$ cat src/rtl/cla96_pipe_adder.sv
// Two-stage pipelined carry-lookahead adder with a valid/ready handshake.
// Optional subtract path is enabled by defining CLA96_SUB_EN.
module cla96_pipe_adder #(
  parameter int WIDTH = 96,
  parameter int GRP   = 4
) (
  input  logic             clk,
  input  logic             rst,
  input  logic             in_valid,
  output logic             in_ready,
  input  logic [WIDTH-1:0] a_in,
  input  logic [WIDTH-1:0] b_in,
  input  logic             c_in,
  input  logic             sub_in,
  output logic             out_valid,
  input  logic             out_ready,
  output logic [WIDTH-1:0] sum_out,
  output logic             c_out,
  output logic             ovf_out
);
  localparam int NG = WIDTH / GRP;
  localparam int NS = NG / 4;

  logic             s1_valid_q, s2_valid_q;
  logic [WIDTH-1:0] p_q, g_q;
  logic [NG-1:0]    gp_q, gg_q;
  logic             cin_q;
  logic [WIDTH-1:0] sum_q;
  logic             cout_q, ovf_q;

  logic s2_adv, s1_adv, s1_load;
  assign s2_adv  = ~s2_valid_q | out_ready;
  assign s1_adv  = ~s1_valid_q | s2_adv;
  assign s1_load = in_valid & s1_adv;

  assign in_ready  = s1_adv;
  assign out_valid = s2_valid_q;
  assign sum_out   = sum_q;
  assign c_out     = cout_q;
  assign ovf_out   = ovf_q;

  // ---------------- Stage 1: bit and group propagate/generate
  logic [WIDTH-1:0] b_eff, p_d, g_d;
  logic [NG-1:0]    gp_d, gg_d;
  logic             cin_d;

`ifdef CLA96_SUB_EN
  assign b_eff = sub_in ? ~b_in : b_in;
  assign cin_d = sub_in | c_in;
`else
  logic unused_sub;
  assign unused_sub = sub_in;
  assign b_eff      = b_in;
  assign cin_d      = c_in;
`endif

  assign p_d = a_in ^ b_eff;
  assign g_d = a_in & b_eff;

  for (genvar k = 0; k < NG; k++) begin : g_grp
    logic [3:0] p, g;
    assign p       = p_d[GRP*k +: GRP];
    assign g       = g_d[GRP*k +: GRP];
    assign gp_d[k] = &p;
    assign gg_d[k] = g[3] | (p[3] & g[2]) | (p[3] & p[2] & g[1]) | (p[3] & p[2] & p[1] & g[0]);
  end

  always_ff @(posedge clk) begin
    if (rst)         s1_valid_q <= 1'b0;
    else if (s1_adv) s1_valid_q <= in_valid;
  end

  // Payload only moves on an accepted beat, so it holds while S1 is stalled.
  always_ff @(posedge clk) begin
    if (s1_load) begin
      p_q   <= p_d;
      g_q   <= g_d;
      gp_q  <= gp_d;
      gg_q  <= gg_d;
      cin_q <= cin_d;
    end
  end

  // ---------------- Stage 2: carry resolution and sum
  logic [WIDTH-1:0] cv;       // carry into each bit
  logic             cout_d, ovf_d;
  logic [WIDTH-1:0] sum_d;

  always_comb begin
    logic       c, cg;
    logic [3:0] sp, sg, gci;
    cv  = '0;
    sp  = '0;
    sg  = '0;
    gci = '0;
    cg  = 1'b0;
    c   = cin_q;
    for (int s = 0; s < NS; s++) begin
      sp     = gp_q[4*s +: 4];
      sg     = gg_q[4*s +: 4];
      gci[0] = c;
      gci[1] = sg[0] | (sp[0] & c);
      gci[2] = sg[1] | (sp[1] & sg[0]) | (sp[1] & sp[0] & c);
      gci[3] = sg[2] | (sp[2] & sg[1]) | (sp[2] & sp[1] & sg[0]) | (sp[2] & sp[1] & sp[0] & c);
      // super-group carry-out ripples into the next block
      c = sg[3] | (sp[3] & sg[2]) | (sp[3] & sp[2] & sg[1]) | (sp[3] & sp[2] & sp[1] & sg[0])
        | (sp[3] & sp[2] & sp[1] & sp[0] & c);
      for (int j = 0; j < 4; j++) begin
        cg = gci[j];
        for (int b = 0; b < GRP; b++) begin
          cv[(4*s+j)*GRP + b] = cg;
          cg = g_q[(4*s+j)*GRP + b] | (p_q[(4*s+j)*GRP + b] & cg);
        end
      end
    end
    cout_d = c;
  end

  assign sum_d = p_q ^ cv;
  assign ovf_d = cv[WIDTH-1] ^ cout_d;

  always_ff @(posedge clk) begin
    if (rst) begin
      s2_valid_q <= 1'b0;
      sum_q      <= '0;
      cout_q     <= 1'b0;
      ovf_q      <= 1'b0;
    end else if (s2_adv) begin
      s2_valid_q <= s1_valid_q;
      if (s1_valid_q) begin
        sum_q  <= sum_d;
        cout_q <= cout_d;
        ovf_q  <= ovf_d;
      end
    end
  end

endmodule

$ cat config.mk
export PLATFORM = sky130hd
export DESIGN_NAME = cla96_pipe_adder
export DESIGN_NICKNAME = d
export VERILOG_FILES = /design/src/rtl/cla96_pipe_adder.sv
export SDC_FILE = /design/constraint.sdc
export NUM_CORES = 1
export LEC_CHECK = 0
export CAP_MARGIN = 20
export CORE_ASPECT_RATIO = 1.25
export CORE_MARGIN = 8
export CORE_UTILIZATION = 46
export DETAILED_ROUTE_END_ITERATION = 10
export PLACE_DENSITY_LB_ADDON = 0.08
export SLEW_MARGIN = 20
export SYNTH_ARGS = -nofsm -noshare
export SYNTH_HDL_FRONTEND = slang
export SYNTH_SLANG_ARGS = --single-unit
export TNS_END_PERCENT = 100
$ cat constraint.sdc
create_clock -name clk -period 6.15 [get_ports clk]
set_input_delay 0.615 -clock clk [delete_from_list [all_inputs] [get_ports clk]]
set_output_delay 0.615 -clock clk [all_outputs]
set_load 0.01 [all_outputs]
Word level (Yosys, flattened, before mapping)
Index checks and enable logic that the tools add are counted.
W data, S select, Z words.
{ "classes": {"bitwise_logic": 501, "n_reduce_logical": 25} }
{ "op_table": {"columns": ["op", "n"], "rows": [
  ["$and A1 B1 Y1", 289],
  ["$or A1 B1 Y1", 206],
  ["$xor A96 B96 Y96", 2],
  ["$and A96 B96 Y96", 1],
  ["$reduce_and A4 Y1", 24],
  ["$not A1 Y1", 2],
  ["$reduce_and A2 Y1", 1],
  ["$xor A1 B1 Y1", 1]
]} }
{ "word_totals": {"regBits": 340, "input_bits": 198} }

Longest topological paths before layout
Gate-level depths: netlist of the first run.
{ "logic_depth": {"ltp_word": 22, "depth_mapped": 17, "ltp_nobuf": 17} }

Worst setup path before layout of the first run
No wires, ideal clock.
{ "synth_path": {"kind": "input-to-reg", "start": "in out_ready", "end": "reg cin_q, enable pin", "setup_time_ps": 606, "arrival_ps": 5790, "path_slack_ps": -246, "stages": 3, "n_path_buf": 0, "path_cell_list": "nor2b_1 nand2_1 and2_1"} }
{ "synth_via": {"elab_chain_cells": 3} }
{ "synth_rtl": {"columns": ["item", "line_no", "text"], "rows": [
  ["from (decl)", "16", "input logic out_ready,"],
  ["$or A1 B1 Y1", "32", "assign s2_adv = ~s2_valid_q | out_ready;"],
  ["$or A1 B1 Y1", "33", "assign s1_adv = ~s1_valid_q | s2_adv;"],
  ["named net in_ready", "10", "output logic in_ready,"],
  ["$and A1 B1 Y1", "34", "assign s1_load = in_valid & s1_adv;"],
  ["named net s1_load", "31", "logic s2_adv, s1_adv, s1_load;"],
  ["to (signal assigned)", "80", "cin_q <= cin_d;"],
  ["to (decl)", "27", "logic cin_q;"]
]} }
The timed path passes the listed nets, and every way through them passes these cells.
A chain may end at the register's enable or synchronous reset.

Worst setup path after layout of the first run
{ "layout_path": {"start": "reg cin_q", "end": "reg sum_q[83], in the netlist sum_out[83]"} }
{ "layout_via": {"elab_chain_cells": 17} }
{ "layout_rtl": {"columns": ["item", "line_no", "text"], "rows": [
  ["$and A1 B1 Y1", "107", "| (sp[3] & sp[2] & sp[1] & sp[0] & c);"],
  ["$or A1 B1 Y1", "107", null],
  ["$and A1 B1 Y1", "107", null],
  ["$or A1 B1 Y1", "107", null],
  ["$and A1 B1 Y1", "107", null],
  ["$or A1 B1 Y1", "107", null],
  ["$and A1 B1 Y1", "107", null],
  ["$or A1 B1 Y1", "107", null],
  ["$and A1 B1 Y1", "107", null],
  ["$or A1 B1 Y1", "107", null],
  ["$and A1 B1 Y1", "112", "cg = g_q[(4*s+j)*GRP + b] | (p_q[(4*s+j)*GRP + b] & cg);"],
  ["$or A1 B1 Y1", "112", null],
  ["$and A1 B1 Y1", "112", null],
  ["$or A1 B1 Y1", "112", null],
  ["$and A1 B1 Y1", "112", null],
  ["$or A1 B1 Y1", "112", null],
  ["$xor A96 B96 Y96", "119", "assign sum_d = p_q ^ cv;"],
  ["to (signal assigned)", "131", "sum_q <= sum_d;"],
  ["to (decl)", "28", "logic [WIDTH-1:0] sum_q;"]
]} }
Every way passes these cells.

==> flow_summary.toml, run 1 <==
[logic_synthesis]
syn-cell-area_mm2 = 0.01383
yosysSeqAreaShare_pct = 61.61
syn_avg_cell_area_um2 = 12.48
synth-async-reset-ratio_pct = 0
netlist_instances = 1108
synth_top_area_share_pct = 47.13
ys_seq_elements = 317
synth_edf_count = 217
synthFlopType = "edfxtp_1"
yosys-top-cells-count = "edfxtp_1, nand2_1, ha_1"
synth_area_leaders = "edfxtp_1, ha_1, dfxtp_1, nand2_1, a21oi_1"
yosys.cell_types.count = 31
yosysMostFrequentCell = "edfxtp_1"
syn_nets = 1474
ys_warn_count = 0
synth.largest_area_cell = "edfxtp_1"

[finish]
postLayoutCoreUtil_pct = 61.20
syn2layout_area_growth_pct = 32.13
final_nets = 1779
drive_gt1_share_pct = 7.789
fill_cells = 2472
instances_no_fill = 1841

[worst_setup_path]
start_kind = "register"
cp_max_fo = 4
cp.required_ns = 6.57
critical_path_class = "reg -> reg"
arrival_ns = 4.29
critPathCaptureType = "register"

[pwr]
vdd_drop_max_uv = 192.8
p_per_area_mw_per_mm2 = 279.9
p_leak_uw = 0.007063
finalPower_uw = 5113

[floorplanning]
rows = 71
start_util_pct = 46.32
fp.coreArea_mm2 = 0.02985
dieArea_mm2 = 0.03589
die_x_um = 171.1
fp.dieH_um = 209.8
ios = 298

[place]
hpwl_um = 23730
gp_congestion = 0.7816
port-buffer-count = 296
place_inst = 1778

[drt]
drt_iter0_markers = 386
vias_per_cell = 4.998
vias = 9202
drcViolationCount = 0
avgRoutedWirePerCell_um = 17.50
first_pass_iters = 5
final_antenna_net_count = 0
routed_wl_um = 32210

[cts]
post_cts_buffers = 0
insertion_delay_ns = 0.50
cts_max_path_buffers = 3
tritoncts = "built"
cts_root_buffer = "clkbuf_16"
cts_sinks = 317
cts_hold_buffers = 0
clk_pin_slew_ns = 0.06
numCtsBuffers = 34
htree_num_levels = 2
cts_resized = 0

[timing]
tns_ns = 0
slew_headroom_pct = 30.87
setup_violations = 0
finalCritPeriodShare_pct = 63.01
slew_violations = 0
final_hold_viol_count = 0
rsz0062_at_grt = "no"
min_period_ns = 3.875
max_freq_ghz = 0.2581
fin_skew_ns = 0.01821
tightest_slew_ns = 1.035

[global_routing]
grt_pass1_wl_um = 50470
grt_pass1_vias = 9730
grt_antenna_before_repair = 8
grtUsageTotal_pct = 17.92
grt_overflow = 0
grt_max_degree = 127

[run_status]
status = "complete, no violations"

[job]
maxCapViolCount = 0

[min_path]
hold_class = "reg -> reg"
## metal layers
| layer | vias to the layer above | share of wire, % | track usage (%) |
|---|---|---|---|
| met5 | - | 0.24 | 0 |
| met4 | 12 | 2.3 | 5.647 |
| met3 | 51 | 7.6 | 6.034 |
| met2 | 223 | 53 | 32.98 |
| met1 | 4318 | 37 | 18.78 |
| li1 | 4598 | - | - |
## metrics by stage
stage | hold slack (ns) | setup slack [ns] | area [um2]
2_1_floorplan | 0.4761 | 2.209 | 13830
3_3_place_gp | 0.4376 | 2.296 | 17240
3_5_place_dp | 0.4437 | 2.267 | 17240
4_1_cts | 0.4507 | 2.238 | 18260
5_1_grt | 0.4693 | 2.063 | 18270
6_report | 0.4490 | 2.275 | 18270
## worst max-delay path, stage by stage (launching register included)
cell	delay (ns)
edfxtp_1	0.40
a21o_1	0.22
and4_4	0.22
o21ai_1	0.12
nand2_1	0.15
or2_4	0.30
a211o_1	0.31
a21o_1	0.24
a31o_1	0.23
ha_1	0.16
or2_2	0.30
ha_1	0.17
or2_2	0.29
ha_1	0.19
nor2_1	0.13
xnor2_1	0.13
nand2_1	0.07
a21oi_1	0.18
## state kept, by name, indices dropped and copies added, names as in the netlist
register    cells
c_out           1
cin_q           1
g_q            72
gg_q           24
gp_q           24
out_valid       1
ovf_out         1
p_q            96
s1_valid_q      1
sum_out        96
## cell families (layout without fill, tap and decap cells)
family          after synthesis  count (layout)  share of synthesized area, %
simple gates                373             373                         13.08
flops                       317             317                         61.61
compound gates              190             190                         7.575
fa+ha+maj                   168             168                         15.20
buf+inv                      35             365                        0.9502
xor+xnor                     25              25                         1.584
other cells                   0               2                             0
## path summary, 6_finish.rpt
| path | startpoint | slack [ns] | cells after the start | end |
|---|---|---|---|---|
| worst max register to register | cin_q | 2.27 | 17 | sum_out[83] |
| worst min-delay path | sum_out[71] | 0.45 | 2 | sum_out[71] |
| worst max-delay path | cin_q | 2.27 | 17 | sum_out[83] |
| worst min register to register | sum_out[71] | 0.45 | 2 | sum_out[71] |
## placed cells by master, fill, tap and decap left out, types with 2 or more instances in the layout
master,synthesis,routed
o21ai_1,3,3
a31o_1,2,2
clkbuf_16,0,35
clkinv_1,0,5
nand2b_1,25,24
dfxtp_1,100,100
diode_2,0,2
clkbuf_8,0,3
nor2b_1,26,25
edfxtp_1,217,217
clkbuf_1,29,8
and3_1,4,4
nand3_1,3,3
clkdlybuf4s50_1,0,295
o21ai_0,28,28
ha_1,168,168
nor2_1,33,33
clkinv_2,0,8
nand2_1,204,204
inv_1,2,2
a211oi_2,4,4
a21oi_1,131,131
a21o_1,18,18
or2_2,48,48
xnor2_1,24,24
and4_1,25,25
buf_4,0,6
## area by class of cell
type | count | area [um2] | share of cell area [%]
antenna | 2 | 5.005 | 0.02740
clock buffer | 46 | 947.2 | 5.185
clock inverter | 15 | 76.32 | 0.4178
inverter | 2 | 7.507 | 0.04110
multi-input combinational | 756 | 5194 | 28.43
sequential | 317 | 8518 | 46.63
tap | 401 | 501.7 | 2.747
timing repair buffer | 302 | 3018 | 16.52
## report_power, final
group	internal (uW)	total, uW	switching [uW]
clock network	1080	1880	798
registers	2460	2530	63.3
logic	378	708	330
(Power assumes the default switching activity.)
==> run 2: changes to the inputs <==
clock period = 3.5 ns   (was 6.15 ns; I/O delays follow)
==> flow_summary.toml, run 2 (synthesis gave the netlist of run 1 again) <==
[timing]
tightest_slew_ns = 0.8707
rsz0062_at_grt = "yes"
worst_slack_ns = 0.08693
max_freq_ghz = 0.2930
min_period_ns = 3.413
slew_violations = 0
slew_headroom_pct = 41.95
tns_ns = 0
finalCritPeriodShare_pct = 97.52
setup_violations = 0
holdWs_ns = 0.4067
final_hold_viol_count = 0
fin_skew_ns = 0.01140

[drt]
first_pass_iters = 6
routed_wl_um = 33190
vias_per_cell = 5.020
avgRoutedWirePerCell_um = 17.65
final_antenna_net_count = 0
vias = 9437
drt_iter0_markers = 422
drcViolationCount = 0

[global_routing]
grt_overflow = 0
grtUsageTotal_pct = 18.36
grt_pass1_wl_um = 52100
grt_pass1_vias = 10040
grt_max_degree = 94
grt_antenna_before_repair = 7

[place]
hpwl_um = 24240
port-buffer-count = 296
gp_congestion = 0.7841
post-place-ws_ns = -0.1559

[pwr]
p_leak_uw = 0.007343
switching_power_uw = 2155
p_per_area_mw_per_mm2 = 500.6
p_int_uw = 7388
switching_share_pct = 22.58
finalPower_uw = 9543
p_comb_share_pct = 14.4
p_clk_share_pct = 39.0
vdd_drop_max_uv = 346.0
seq_power_share_pct = 46.6

[job]
maxCapViolCount = 0

[floorplanning]
dieArea_mm2 = 0.03589
fp.dieH_um = 209.8
fp.coreArea_mm2 = 0.02985
die_x_um = 171.1
ios = 298
start_util_pct = 46.32
rows = 71

[worst_setup_path]
critical_path_class = "reg -> reg"
crit_chain = "and3_1 > a221o_1 > a211oi_2 > nor3b_2 > a211oi_2 > inv_1 > a21o_1 > ha_2 > or2_4 > ha_4 > or2_4 > ha_4 > nor2_4 > xnor2_1 > nand2_1 > a21oi_2"
cp.required_ns = 3.92
cp_max_fo = 3
arrival_ns = 3.83
critPathCaptureType = "register"
crit_path_top_delay_cell = "edfxtp_1"
start_kind = "register"
max_stage_delay_ns = 0.43

[cts]
numCtsBuffers = 34
cts_sinks = 317
cts_max_path_buffers = 3
htree_num_levels = 2
insertion_delay_ns = 0.50
cts_root_buffer = "clkbuf_16"
clk_pin_slew_ns = 0.06
tritoncts = "built"

[finish]
final_nets = 1820
most-common-layout-cells = "clkdlybuf4s50_1, edfxtp_1, nand2_1"
syn2layout_area_growth_pct = 37.87
final_common_cell = "clkdlybuf4s50_1"
fill_cells = 2437
drive_gt1_share_pct = 13.33

[min_path]
hold_class = "in -> reg"

[run_status]
status = "complete, no violations"
run 2: cell count changes in the layout (fill, tap and decap cells not counted), moves of 4 or more:
| cell | before | now |
|---|---|---|
| buf_4 | 6 | 42 |
| ha_1 | 168 | 150 |
| or2_4 | 1 | 15 |
| or2_2 | 48 | 35 |
| ha_4 | 0 | 10 |
| nor2_1 | 33 | 24 |
| ha_2 | 0 | 8 |
| a21oi_1 | 131 | 125 |
| a21oi_2 | 0 | 6 |
| clkinv_2 | 8 | 2 |
| nor2_4 | 0 | 6 |
| bufinv_16 | 0 | 4 |
run 2: per-stage QoR:
| stage | utilization [%] | instances | instance area [um2] |
|---|---|---|---|
| after floorplan | - | 1108 | 13830 |
| after global placement | 58.64 | 1808 | 17500 |
| after detailed placement | 58.64 | 1808 | 17500 |
| after CTS | 62.96 | 1872 | 18790 |
| after global routing | 63.86 | 1880 | 19060 |
| final | 63.86 | 1880 | 19060 |
run 2: worst paths after layout:
check,startpoint,to,cells after the start,slack (ns)
min,c_in,cin_q,1,0.41
max,gg_q[14],sum_out[95],16,0.09
max reg2reg,gg_q[14],sum_out[95],16,0.09
min reg2reg,sum_out[71],sum_out[71],2,0.45
run 2: layout make-up:
| cell class | instances | area (um2) | area share, % |
|---|---|---|---|
| clock buffer | 47 | 1003 | 5.264 |
| multi-input combinational | 756 | 5487 | 28.78 |
| inverter | 2 | 7.507 | 0.03938 |
| sequential | 317 | 8518 | 44.69 |
| clock inverter | 13 | 171.4 | 0.8992 |
| tap | 401 | 501.7 | 2.632 |
| timing repair buffer | 343 | 3371 | 17.68 |
| antenna | 1 | 2.502 | 0.01313 |
run 2: layer usage:
metal  routed length (um)  track usage (%)
met4                  832            5.467
met5                   77                0
met2                17440            33.57
met1                12570            20.12
met3                 2265            5.282
run 2: critical path: cells and delay by family, from the launching register on:
kind            cells  cell delay, ns
compound gates      5            1.21
simple gates        6            0.96
fa+ha+maj           3            0.48
flops               1            0.43
buf+inv             1            0.12
xor+xnor            1            0.12
run 2: power by group through the flow:
stage | registers, uW | clock network, uW | logic (uW)
floorplan | 4540 | 0 | 597
global placement | 4510 | 0 | 1300
detailed placement | 4520 | 0 | 1310
CTS | 4440 | 3810 | 1350
global route | 4480 | 3950 | 1550
finish | 4450 | 3720 | 1380
run 2: repair_timing:
item,CTS,global route
resized for setup,23,50
hold buffers,0,0
gates cloned,0,0
pin swaps,28,53
buffers inserted,4,7
setup endpoints to repair,8,16
